$ cat config.mk
export PLATFORM = sky130hd
export DESIGN_NAME = serial_adder
export DESIGN_NICKNAME = d
export VERILOG_FILES = /design/src/rtl/serial_adder.sv
export SDC_FILE = /design/constraint.sdc
export NUM_CORES = 1
export LEC_CHECK = 0
export CELL_PAD_IN_SITES_DETAIL_PLACEMENT = 1
export CELL_PAD_IN_SITES_GLOBAL_PLACEMENT = 1
export CORE_UTILIZATION = 40
export DETAILED_ROUTE_END_ITERATION = 10
export GPL_TIMING_DRIVEN = 0
export PLACE_DENSITY = 0.75
export SYNTH_ARGS = -nofsm -noshare
export SYNTH_HDL_FRONTEND = slang
export SYNTH_SLANG_ARGS = --single-unit
$ cat constraint.sdc
create_clock -name clk -period 2.92 [get_ports clk]
set_input_delay 0.292 -clock clk [delete_from_list [all_inputs] [get_ports clk]]
set_output_delay 0.292 -clock clk [all_outputs]
set_load 0.05 [all_outputs]
$ cat src/rtl/serial_adder.sv
// serial_adder: bit-serial adder that sequences one full-adder cell over
// WIDTH clocks (LSB first), with valid/ready handshakes on both sides.
module serial_adder #(
  parameter int WIDTH = 8
) (
  input  logic             clk,
  input  logic             reset,
  input  logic             in_valid,
  output logic             in_ready,
  input  logic [WIDTH-1:0] a,
  input  logic [WIDTH-1:0] b,
  input  logic             cin,
  output logic             out_valid,
  input  logic             out_ready,
  output logic [WIDTH-1:0] sum,
  output logic             cout,
  output logic             busy
);

  localparam int CW = $clog2(WIDTH);

  typedef enum logic [1:0] {
    IDLE,
    RUN,
    DONE
  } state_t;

  state_t state;
  state_t state_next;

  logic [WIDTH-1:0] a_sr;
  logic [WIDTH-1:0] b_sr;
  logic [WIDTH-1:0] sum_sr;
  logic [WIDTH-1:0] sum_q;
  logic             carry;
  logic             cout_q;
  logic [CW-1:0]    count;

  logic             fa_s;
  logic             fa_co;
  logic             last_bit;

  // The single full-adder cell fed from the bottom of the operand shift regs
  assign fa_s     = a_sr[0] ^ b_sr[0] ^ carry;
  assign fa_co    = (a_sr[0] & b_sr[0]) | (a_sr[0] & carry) | (b_sr[0] & carry);
  assign last_bit = (count == CW'(WIDTH - 1));

  // Handshake and status outputs are pure decodes of the state, so an
  // asynchronous reset drops out_valid and busy without waiting for an edge.
  assign in_ready  = (state == IDLE);
  assign out_valid = (state == DONE);
  assign busy      = (state != IDLE);
  assign sum       = sum_q;
  assign cout      = cout_q;

  // State register
  always_ff @(posedge clk or posedge reset) begin
    if (reset) begin
      state <= IDLE;
    end else begin
      state <= state_next;
    end
  end

  // Next-state decode: accept in IDLE, run WIDTH bit-steps, hold in DONE until taken
  always_comb begin
    state_next = state;
    case (state)
      IDLE:    if (in_valid)  state_next = RUN;
      RUN:     if (last_bit)  state_next = DONE;
      DONE:    if (out_ready) state_next = IDLE;
      default: state_next = IDLE;
    endcase
  end

  // Datapath: load operands on accept, shift one bit per RUN cycle, and latch
  // the visible result only on the final bit so sum/cout stay frozen otherwise.
  always_ff @(posedge clk or posedge reset) begin
    if (reset) begin
      a_sr   <= '0;
      b_sr   <= '0;
      sum_sr <= '0;
      sum_q  <= '0;
      carry  <= 1'b0;
      cout_q <= 1'b0;
      count  <= '0;
    end else begin
      case (state)
        IDLE: begin
          if (in_valid) begin
            a_sr  <= a;
            b_sr  <= b;
            carry <= cin;
            count <= '0;
          end
        end
        RUN: begin
          sum_sr <= {fa_s, sum_sr[WIDTH-1:1]};
          a_sr   <= a_sr >> 1;
          b_sr   <= b_sr >> 1;
          carry  <= fa_co;
          if (last_bit) begin
            sum_q  <= {fa_s, sum_sr[WIDTH-1:1]};
            cout_q <= fa_co;
          end else begin
            count <= count + 1'b1;
          end
        end
        default: begin
        end
      endcase
    end
  end

endmodule

## Word-level counts from Yosys, hierarchy flattened

Cells that the tools add are included.

| storage, ports and cells | value |
|---|---|
| flip-flop bits (word level) | 39 |
| output and inout port bits | 12 |
| logic and storage cells | 43 |

| cells by class | value |
|---|---|
| add/subtract/negate cells | 1 |
| equal/unequal tests | 7 |
| multiplexer cells | 13 |
| bitwise operators | 7 |
| reductions and logical operators | 7 |

Operator list:

| cell | count |
|---|---|
| case mux 8 bit (2 select lines) | 2 |
| two-way mux 8 bit | 2 |
| two-way mux 2 bit | 3 |
| two-way mux 3 bit | 2 |
| != test 2 bit (second input constant) | 3 |
| case mux 2 bit (3 select lines) | 1 |
| case mux 3 bit (2 select lines) | 1 |
| AND reduction 3 bit | 2 |
| AND reduction 2 bit | 2 |
| nonzero test 2 bit | 2 |
| adder 3 x 1 -> 3 bit (second input constant) | 1 |
| AND 1 bit | 3 |
| == test 3 bit (second input constant) | 1 |
| == test 2 x 1 -> 1 bit (second input constant) | 1 |
| == test 2 bit (second input constant) | 1 |
| logical NOT 2 bit | 1 |
| != test 2 x 1 -> 1 bit (second input constant) | 1 |
| OR 1 bit | 2 |
| case mux 1 bit (2 select lines) | 1 |
| bitwise XOR 1 bit | 2 |
| two-way mux 1 bit | 1 |

## Logic depth before layout (Yosys ltp)

Gate-level depths: netlist of run 1.

| logic depth | value |
|---|---|
| word-level depth | 4 |
| mapped depth | 5 |
| depth with buffers taken out | 4 |

## Worst setup path after synthesis of run 1

No wires, ideal clock.

| timing path | value |
|---|---|
| kind | register -> output |
| start point | register state[0] |
| end point | output port busy |
| data arrival time | 1.275 ns |
| path slack | 1.353 ns |
| cell stages (with the launch flop) | 5 |
| buffers on the path | 2 |
| cell sequence | dfrtp_1 > buf_4 > nor2_1 > buf_2 > inv_1 |

| on the way | value |
|---|---|
| cells in the longest elaborated chain, start to end | 1 |

Ends and longest elaborated chain:

| item | RTL line | RTL |
|---|---|---|
| from (decl) | 28 | `state_t state;` |
| from (signal assigned) | 61 | `state <= state_next;` |
| nonzero test 2 bit | 52 | `assign busy = (state != IDLE);` |
| to (decl) | 17 | `output logic busy` |

Every way passes these cells.

## Worst setup path after layout of run 1

| timing path | value |
|---|---|
| start point | register state[0] |
| end point | output port in_ready |

| on the way | value |
|---|---|
| cells in the longest elaborated chain, start to end | 1 |

Ends and longest elaborated chain:

| item | RTL line | RTL |
|---|---|---|
| logical NOT 2 bit | 50 | `assign in_ready = (state == IDLE);` |
| to (decl) | 9 | `output logic in_ready,` |

Every way passes these cells.

==> impl_metrics.csv, run 1 <==
group,metric,value,unit
setup_path,cp-start-kind,"register",
setup_path,arrival,2.09,ns
floorplanning,die_h,68.2,um
synth,synth_enable_flop_cells,0,
sta,fin_tns_setup,0,ns
hold_path,hold_path.class,"primary input to async pin",
route,detail_route.wl_per_cell,17.5,um
global_route,antenna_found_initial,0,
run,maxCapViolations,0,
sta,finalClockSkew,0.00600,ns
sta,worstMarginPinSlew,0.805,ns
route,drt-total-wl,4200,um
sta,hold_violations,0,
layout,seq_area,951,um^2
synth,yosys_warnings,0,
route,drc,0,
global_route,grt_pass1_wl,6690,um
sta,fmax,0.420,GHz
setup_path,r2r-end,"sum[2]",
synth,synthXorXnorAreaFrac,0,%
synth,async_flop_share,100,%
synth,seq_area_frac_synth,54.2,%
setup_path,max_stage_delay,0.84,ns
synth,synth_mux_area_share,10.3,%
route,first_pass_iters,4,
clock_network,cts-buffers-inserted,5,
sta,slew_headroom,46.3,%
clock_network,ctsResizeCount,0,
layout,diodes,0,
route,drt_iter0_drc,65,
synth,synth_area,1750,um^2
synth,synth_compound_gate_area_share,12.4,%
layout,nets,213,
power,power.density,1170,nW/um^2
synth,ys_ff_latch,38,
synth,synth-simple-area-share,12.3,%
synth,synth_area_per_cell,11.7,um^2
setup_path,cp-end-kind,"primary output",
route,avgViaCountPerCell,5.48,
power,leakagePower,0.00101,uW
route,ant_nets,0,
synth,synthAdderAreaFrac,2.57,%
floorplanning,start_util,42.6,%
layout,multi_input_area,658,um^2
floorplanning,fp.coreArea,4120,um^2
clock_network,cts_setup_buffers,0,
sta,fin_hold_ws,0.463,ns
clock_network,cts_tree,"yes",
setup_path,crit_chain,"buf_4, nor2_1, buf_2, clkdlybuf4s50_1",
global_route,grt_pass1_vias,1372,
sta,fin_crit,2.38,ns
global_route,grt_max_degree,39,
clock_network,clk_path_buf_depth,2,
layout,area_growth,29.7,%
clock_network,clock_tree.htree_level_count,2,
global_route,grt_overflow,0,
sta,grt_setup_unrepaired,"no",
setup_path,critPathRequiredTime,2.63,ns
floorplanning,die_area,4650,um^2
layout,final_common_cell,"dfrtp_1",
clock_network,clock-sinks,38,
sta,finalCritPeriodShare,81.5,%
synth,synth_top_family_by_area,"compound AO/OA/AOI/OAI gates",
layout,final_cell_mix,"dfrtp_1, clkdlybuf4s50_1, inv_1, mux2_2, nor2_1",
synth,synth_fp_nets,174,
setup_path,path_class,"register to primary output",
layout,nFillCells,439,
global_route,grt_usage,20.2,%
clock_network,clkLatencyLatePin,0.29,ns
layout,drive_gt1_share,18.4,%
synth,syn_inst,150,
route,vias,1314,
floorplanning,num_io_pins,33,
clock_network,cts-root-buf,"clkbuf_8",
place,place.gp.congestion,0.769,
run_status,status,"completed",
floorplanning,num_rows,23,
sta,report.final.slew_viol_count,0,
synth,netlist-cell-type-count,26,
floorplanning,die_x,68.2,um
place,io_buffers,32,
setup_path,reg2reg_from,"count[0]",
place,dp_hpwl,2840,um
setup_path,r2r.worst_path.cells,5,
sta,setup_viol,0,
synth,synthFlopType,"dfrtp_1",
power,vdd_ir_drop_max,0.000391,V
setup_path,slowest_stage,"clkdlybuf4s50_1",
setup_path,r2r_slack,1.19,ns
setup_path,cp_max_fo,10,
clock_network,clk_pin_slew,0.08,ns
clock_network,cts_hold_buf,0,
synth_stat cells (2+ instances only):
cell / count / area, um^2
dfrtp_1: 38 / 951
inv_1: 21 / 78.8
mux2_2: 14 / 158
nor2_1: 9 / 33.8
a221oi_1: 8 / 70.1
nor2b_1: 8 / 50.1
nor4b_1: 8 / 70.1
a222oi_1: 7 / 70.1
buf_2: 7 / 35.0
nand2b_1: 4 / 25.0
clkbuf_1: 3 / 11.3
nand3_1: 3 / 15.0
o221ai_1: 3 / 26.3
a32o_1: 2 / 20.0
ha_1: 2 / 25.0
mux2_1: 2 / 22.5
nand2_1: 2 / 7.51
layer usage:
metal	global-route usage, %	vias to the layer above	part of all wire, %
li1	-	606	-
met1	25.0	658	44
met2	33.9	38	51
met3	3.67	12	2.8
met4	9.11	0	2.3
met5	0	-	0
state kept, by name, indices dropped and copies added, names as in the netlist:
name,count
carry,1
sum,8
count,3
sum_sr,7
a_sr,8
b_sr,8
cout,1
state,2
worst max-delay path: cells and delay by family (launching register included):
family	cells	cell delay, ns
simple gates	1	0.13
flops	1	0.41
buf+inv	3	1.25
worst max-delay path by stage:
stage / from / endpoint / slack, ns
after floorplan: state[0] / busy / 1.35
final: state[0] / in_ready / 0.54
after CTS: state[0] / in_ready / 0.54
after detailed placement: state[0] / in_ready / 0.88
after global routing: state[0] / in_ready / 0.44
after global placement: state[0] / in_ready / 0.88
power breakdown:
group	switching, uW	internal (uW)
clock network	200	342
registers	147	778
logic	684	514
stage by stage:
step | setup slack [ns] | instance area, um^2 | total power, uW | util (%) | instances
final | 0.541 | 2270 | 2660 | 55.2 | 240
after global routing | 0.441 | 2270 | 2830 | 55.2 | 240
after CTS | 0.543 | 2270 | 2680 | 55.2 | 240
after detailed placement | 0.878 | 2140 | 2130 | 51.9 | 232
after global placement | 0.878 | 2140 | 2050 | 51.9 | 232
after floorplan | 1.35 | 1750 | 1760 | - | 150
final cells by class:
cell class / instances / area share (%)
clock buffer: 5 / 3.03
sequential: 38 / 41.8
buffer: 12 / 2.86
multi-input combinational: 79 / 28.9
tap: 50 / 2.75
timing repair buffer: 32 / 14.1
inverter: 21 / 3.47
clock inverter: 3 / 3.03
cells by family (layout without fill, tap and decap cells):
logic type / Yosys count / in the layout
AOI/OAI and AO/OA: 24 / 24
adders and majority gates: 3 / 3
buffers and inverters: 33 / 73
DFF: 38 / 38
muxes: 16 / 16
and+or+nand+nor: 36 / 36
No activity file was read; power rests on OpenSTA's default activity.
==> run 2, diff against run 1 <==
==> constraint.sdc (replaced) <==
create_clock -name clk -period 2.4 [get_ports clk]
set_input_delay 0.24 -clock clk [delete_from_list [all_inputs] [get_ports clk]]
set_output_delay 0.24 -clock clk [all_outputs]
set_load 0.05 [all_outputs]
==> run 2 against run 1 <==
Effect of this change:
- first-iteration DRC count did not move
- final area is 0.11% higher
- die area is the same
- worst hold slack worse by 0.052 ns
- wire length barely moved
- clock power rose by 22%
- core utilization increased by 0.061 points
- critical path depth is 1 higher
- global-route usage unchanged
- combinational power up 22%
- sequential power is 21% higher
- cell count unchanged
- critical path type unchanged
- critical endpoint is now busy
- largest power group unchanged
==> impl_metrics.csv, run 2 (synthesized netlist as in run 1, its figures left out) <==
group,metric,value,unit
run_status,status,"completed",
clock_network,cts-root-buf,"clkbuf_8",
sta,finalCritPeriodShare,93.3,%
setup_path,arrival,2.00,ns
layout,nets,213,
setup_path,critPathRequiredTime,2.16,ns
clock_network,clock_tree.htree_level_count,2,
sta,finalClockSkew,0.00600,ns
place,place.gp.congestion,0.769,
clock_network,clk_pin_slew,0.08,ns
floorplanning,start_util,42.6,%
floorplanning,num_rows,23,
route,vias,1314,
layout,final_core_util,55.3,%
global_route,grt_pass1_vias,1372,
global_route,grt_max_degree,39,
layout,drive_gt1_share,18.4,%
layout,diodes,0,
sta,worstMarginPinSlew,0.805,ns
layout,final_common_cell,"dfrtp_1",
clock_network,clkLatencyLatePin,0.29,ns
route,first_pass_iters,4,
clock_network,cts_tree,"yes",
global_route,grt_usage,20.2,%
route,avgViaCountPerCell,5.48,
layout,nFillCells,438,
global_route,antenna_found_initial,0,
sta,report.final.slew_viol_count,0,
power,leakagePower,0.00103,uW
hold_path,hold_path.class,"primary input to async pin",
sta,fin_tns_setup,0,ns
setup_path,path_class,"register to primary output",
layout,final_cell_mix,"dfrtp_1, clkdlybuf4s50_1, inv_1, mux2_2, nor2_1",
floorplanning,die_area,4650,um^2
floorplanning,fp.coreArea,4120,um^2
clock_network,clk_path_buf_depth,2,
sta,grt_setup_unrepaired,"no",
route,drt_iter0_drc,65,
clock_network,cts-buffers-inserted,5,
sta,fin_crit,2.24,ns
setup_path,cp-end-kind,"primary output",
sta,hold_violations,0,
power,power.density,1420,nW/um^2
setup_path,cp-start-kind,"register",
place,io_buffers,32,
power,vdd_ir_drop_max,0.000475,V
route,detail_route.wl_per_cell,17.5,um
global_route,grt_pass1_wl,6690,um
clock_network,cts_hold_buf,0,
route,drt-total-wl,4200,um
floorplanning,die_h,68.2,um
global_route,grt_overflow,0,
clock_network,clock-sinks,38,
setup_path,cp_max_fo,10,
sta,slew_headroom,46.3,%
run,maxCapViolations,0,
setup_path,r2r.worst_path.cells,5,
route,drc,0,
sta,setup_viol,0,
layout,area_growth,29.8,%
place,dp_hpwl,2840,um
sta,fmax,0.447,GHz
route,ant_nets,0,
floorplanning,num_io_pins,33,
floorplanning,die_x,68.2,um
## run 2: changes by cell type in the layout (fill, tap and decap cells not counted)
cell / previous run / this run
clkdlybuf4s50_1: 32 / 31
dlymetal6s2s_1: 0 / 1
## run 2: layout make-up
type                            count  area [um^2]  share of cell area [%]
Timing Repair Buffer               32          323                    14.2
Inverter                           21         78.8                    3.46
Clock inverter                      3         68.8                    3.02
Buffer                             12         65.1                    2.86
Sequential cell                    38          951                    41.8
Clock buffer                        5         68.8                    3.02
Tap cell                           50         62.6                    2.75
Multi-Input combinational cell     79          658                    28.9
## run 2: critical path, stage by stage, from the launching register on
cell	delay [ns]
dfrtp_1	0.41
buf_4	0.17
nor2_1	0.13
buf_2	0.24
inv_1	0.06
clkdlybuf4s50_1	0.69
## run 2: per-stage QoR
step	std cells	hold WS [ns]	worst slack, ns	power [uW]	cell area, um^2
2_1_floorplan	150	0.348	0.862	2140	1750
3_3_place_gp	232	0.476	0.410	2500	2140
3_5_place_dp	232	0.497	0.410	2590	2140
4_1_cts	240	0.452	0.0750	3270	2270
5_1_grt	240	0.484	0.0483	3440	2280
6_report	240	0.411	0.160	3240	2280
## run 2: worst paths after layout
kind,slack (ns),startpoint,to
worst max-delay path,0.16,state[0],busy
worst min-delay path,0.41,reset,a_sr[4]
worst max register to register,0.67,count[0],sum[2]
worst min register to register,0.51,sum[6],sum[6]
max in group asynchronous,1.47,reset,sum[0]
min in group clk,0.51,sum[6],sum[6]
## run 2: routing by layer
metal | vias up | wire (um) | track usage, %
met4 | 0 | 97 | 9.11
li1 | 606 | - | -
met5 | - | 0 | 0
met3 | 12 | 119 | 3.67
met2 | 38 | 2120 | 33.9
met1 | 658 | 1860 | 25.0
## run 2: power breakdown
| part | leakage [uW] | switching, uW | internal [uW] |
|---|---|---|---|
| Sequential | 0.000450 | 178 | 946 |
| Combinational | 0.000508 | 833 | 624 |
| Clock | 0.0000683 | 243 | 417 |
| Total | 0.00103 | 1250 | 1990 |
## run 2: timing repair
item                       CTS  global route
resized for setup            0             1
setup buffers                0             0
setup endpoints to repair    0             1
==> edit 1: new RTL, settings of run 2 <==
Encoding of `state_t`: now one-hot (3 bits for 3 states).
--- a/src/rtl/serial_adder.sv
+++ b/src/rtl/serial_adder.sv
@@ -19,10 +19,10 @@
 
   localparam int CW = $clog2(WIDTH);
 
-  typedef enum logic [1:0] {
-    IDLE,
-    RUN,
-    DONE
+  typedef enum logic [2:0] {
+    IDLE = 3'b001,
+    RUN  = 3'b010,
+    DONE = 3'b100
   } state_t;
 
   state_t state;
Function: no difference found for any inputs over 10 cycles, from zero or initial values and one cycle with reset high; not proved beyond that.
==> edit 1 against run 2 <==
- worst hold slack better by 6.6 ps
- power decreased by 28%
- setup slack got worse by 45 ps
- routed wire length down 19%
- final area grew 0.44%
- sequential cell count rose by 1
- area after synthesis is 3.4% higher
- sequential share of layout area is 0.97 points higher
- critical endpoint is now in_ready
- largest power group is now registers
- highest routed layer unchanged
==> edit 1: results (changes against run 2) <==
post-cts sizing count -> 0 (unchanged)
synth top area cells -> dfrtp_1 (52%), mux2_2 (23%), mux2_1 (5.6%)
M1 GR Usage -> 19.12% (-5.9 points)
Netlist cell types -> 25 (-3.8%)
leakage power total -> 0.001003 uW (-2.2%)
DRT Pass-1 Iters -> 3 (-1)
layout cells sized above 1 -> 35.54% (+17 points)
post-synthesis compound-gate area fraction -> 2.417% (-10 points)
sequential share of the synthesized area -> 53.94% (-0.31 points)
largest net degree at the start of global routing -> 40 (+2.6%)
post-synthesis adder-cell area fraction -> 2.486% (-0.083 points)
top cells by count, synth -> dfrtp_1 (38), mux2_2 (37), mux2_1 (9), inv_1 (6)
register area -> 977.2 sq um (+2.8%)
DR WL met3 -> 148 microns (+24%)
post-DP HPWL -> 2.430 mm (-15%)
first-iteration detailed-routing DRC count -> 28 (-57%)
Vias/cell -> 5.055 (-7.7%)
Net Count, Synth -> 150 (-14%)
Final Skew -> 4.424 ps (-1.575 ps)
outcome -> finished, final reports clean
Power Sequential -> 1030 uW (-8%)
Synth Area in XOR/XNOR -> 0% (unchanged)
Relative slew margins -> 46.12% (-0.16 points)
Cell Count, Final, Fillers Out -> 218 (-9.2%)
WL/cell -> 15.58 microns (-11%)
first-pass GRT wire length -> 5.961 mm (-11%)
Buffers on Ports -> 32 (unchanged)
Placed Cells -> 210 (-9.5%)
Setup WS pre-CTS -> 374.1 ps (-35.88 ps)
clock slew at reported path FFs -> 70 ps
metal2 WL -> 1.800 mm (-15%)
met2 usage -> 27.29% (-6.7 points)
Comb. pwr -> 868 uW (-41%)
Clock Power -> 422 uW (-36%)
Layout Nets -> 189 (-11%)
Placer Congestion -> 0.7380 (-4.0%)
Filler cells -> 439 (+0.23%)
mux cell area share after synthesis -> 30.80% (+21 points)
met1 WL -> 1.392 mm (-25%)
Ys Warns -> 0 (unchanged)
Crit Path Max Fanout -> 8 (-2)
Total GRT Usage -> 16.17% (-4.0 points)
Post-Place Cell Area -> 2202 sq um (+3.1%)
Int Power -> 1576 uW (-21%)
edit 1: changes by cell type in the layout (fill, tap and decap cells not counted), moves of 4 or more:
cell and delta:
a221oi_1 -8, a222oi_1 -7, buf_2 -6, inv_1 -15
mux2_1 +7, mux2_2 +23, mux2i_1 +4, nor2_1 -6
nor2b_1 -8, nor4b_1 -8
edit 1: cell type report:
| type | instances | area share (%) |
|---|---|---|
| buffer | 6 | 2.408 |
| clock buffer | 5 | 3.010 |
| clock inverter | 3 | 0.6568 |
| inverter | 6 | 0.9852 |
| multi-input combinational | 75 | 33.33 |
| sequential | 39 | 42.75 |
| tap | 52 | 2.846 |
| timing repair buffer | 32 | 14.01 |
edit 1: path summary, 6_finish.rpt:
check / from / endpoint / slack [ps] / cells after the start
max reg2reg: state[2] / carry / 380 / 5
min reg2reg: sum[3] / sum[3] / 490 / 1
min: reset / sum[5] / 420 / 2
max: state[0] / in_ready / 120 / 3
min in group clk: sum[3] / sum[3] / 490 / 1
max in group asynchronous: reset / a_sr[0] / 1470 / 2
==> edit 2: new RTL, config.mk and constraints of run 2 <==
Without the edit above. Set the parameter `WIDTH` to 16 (it was 8).
--- a/src/rtl/serial_adder.sv
+++ b/src/rtl/serial_adder.sv
@@ -1,7 +1,7 @@
 // serial_adder: bit-serial adder that sequences one full-adder cell over
 // WIDTH clocks (LSB first), with valid/ready handshakes on both sides.
 module serial_adder #(
-  parameter int WIDTH = 8
+  parameter int WIDTH = 16
 ) (
   input  logic             clk,
   input  logic             reset,
Ports: changed (resized a, b and sum); port bits go from 33 to 57. The function was not compared with the original's and may differ.
==> edit 2 against run 2 <==
- routed wire length rose by 58%
- clock skew rose by 4.6 ps
- area after synthesis rose by 81%
- power rose by 73%
- fmax fell by 2.9%
- sequential cell count rose by 33
- setup slack got worse by 66 ps
- final area rose by 82%
- highest routed layer unchanged
- core utilization fell by 1.5 points
- critical endpoint is now in_ready
==> edit 2: results (changes against run 2) <==
outcome -> finished, final reports clean
Filler cells -> 863 (+97%)
DR WL met3 -> 266 microns (+120%)
leakage power total -> 0.001951 uW (+90%)
Cell Count, Final, Fillers Out -> 458 (+91%)
Final Skew -> 10.61 ps (+4.610 ps)
post-synthesis compound-gate area fraction -> 7.686% (-4.7 points)
Post-Place Cell Area -> 3892 sq um (+82%)
clk_lat worst skew -> 350 ps (+60 ps)
top cells by count, synth -> nand2_1 (79), dfrtp_1 (71), mux2i_1 (31), o21ai_0 (23), o21ai_1 (12)
Placed Cells -> 442 (+91%)
Critical Path AT -> 2070 ps (+70 ps)
Setup WS pre-CTS -> 458.6 ps (+48.64 ps)
Net Count, Synth -> 322 (+85%)
Total GRT Usage -> 17.73% (-2.5 points)
met1 WL -> 3.132 mm (+69%)
Placer Congestion -> 0.6795 (-12%)
H-Tree Level Count -> 3 (+1)
Num CTS Buffers -> 9 (+4)
Buffers on Ports -> 56 (+75%)
sequential share of the synthesized area -> 55.97% (+1.7 points)
layout cells sized above 1 -> 14.61% (-3.8 points)
synth top area cells -> dfrtp_1 (56%), mux2i_1 (9.8%), nand2_1 (9.3%)
mux cell area share after synthesis -> 16.87% (+6.6 points)
post-synthesis adder-cell area fraction -> 1.025% (-1.5 points)
Netlist cell types -> 33 (+27%)
number of global-route vias before repair -> 2417 (+76%)
clock slew at reported path FFs -> 80 ps (about the same)
metal2 WL -> 3.113 mm (+47%)
HP Class -> in -> async
Max stage delay on crit path -> 790 ps (+100 ps)
first-pass GRT wire length -> 11.45 mm (+71%)
Layout Nets -> 390 (+83%)
first-iteration detailed-routing DRC count -> 50 (-23%)
Mapped Cells -> 283 (+89%)
worst vdd ir -> 441.8 uV (-7.0%)
via count -> 2258 (+72%)
Worst-Margin Slew -> 533.0 ps (-271.5 ps)
clk root buf -> clkbuf_8
largest net degree at the start of global routing -> 71 (+82%)
==> edit 2: changes by cell type in the layout (fill, tap and decap cells not counted), sizes merged, moves of 7 or more <==
| cell | run 2 | this run |
|---|---|---|
| dfrtp | 38 | 71 |
| inv | 21 | 7 |
| o21ai | 1 | 35 |
| nand2 | 2 | 79 |
| clkdlybuf4s50 | 31 | 56 |
| mux2i | 0 | 31 |
| a222oi | 7 | 0 |
| a221oi | 8 | 0 |
| nor4b | 8 | 0 |
==> edit 2: layout make-up <==
class	instances	area, sq um	share of cell area (%)
clock inverter	7	121.4	2.933
tap	102	127.6	3.084
clock buffer	9	123.9	2.994
buffer	16	153.9	3.719
inverter	7	28.78	0.6955
timing repair buffer	57	588.1	14.21
multi-input combinational	189	1217	29.42
sequential	71	1777	42.94
==> edit 2: path summary, 6_finish.rpt <==
path                                from  endpoint  slack [ps]
worst max-delay path            state[0]  in_ready          90
worst max register to register  count[1]    sum[1]         640
worst min-delay path               reset  b_sr[12]          80
max in group asynchronous          reset  a_sr[11]        1790
min in group clk                 a_sr[2]   a_sr[2]         480
worst min register to register   a_sr[2]   a_sr[2]         480
==> edit 2: layer usage <==
| metal | track usage, % | up-vias |
|---|---|---|
| li1 | - | 1083 |
| met1 | 22.81 | 1124 |
| met2 | 28.47 | 42 |
| met3 | 4.439 | 9 |
| met4 | 7.540 | 0 |
| met5 | 0 | - |
==> edit 2: power by group <==
group          total [uW]  switching, uW  leakage (uW)  internal (uW)
combinational        2350           1330      0.000931           1020
clock                1180            483      0.000123            694
sequential           2070            334      0.000897           1730
total                5600           2150       0.00195           3450
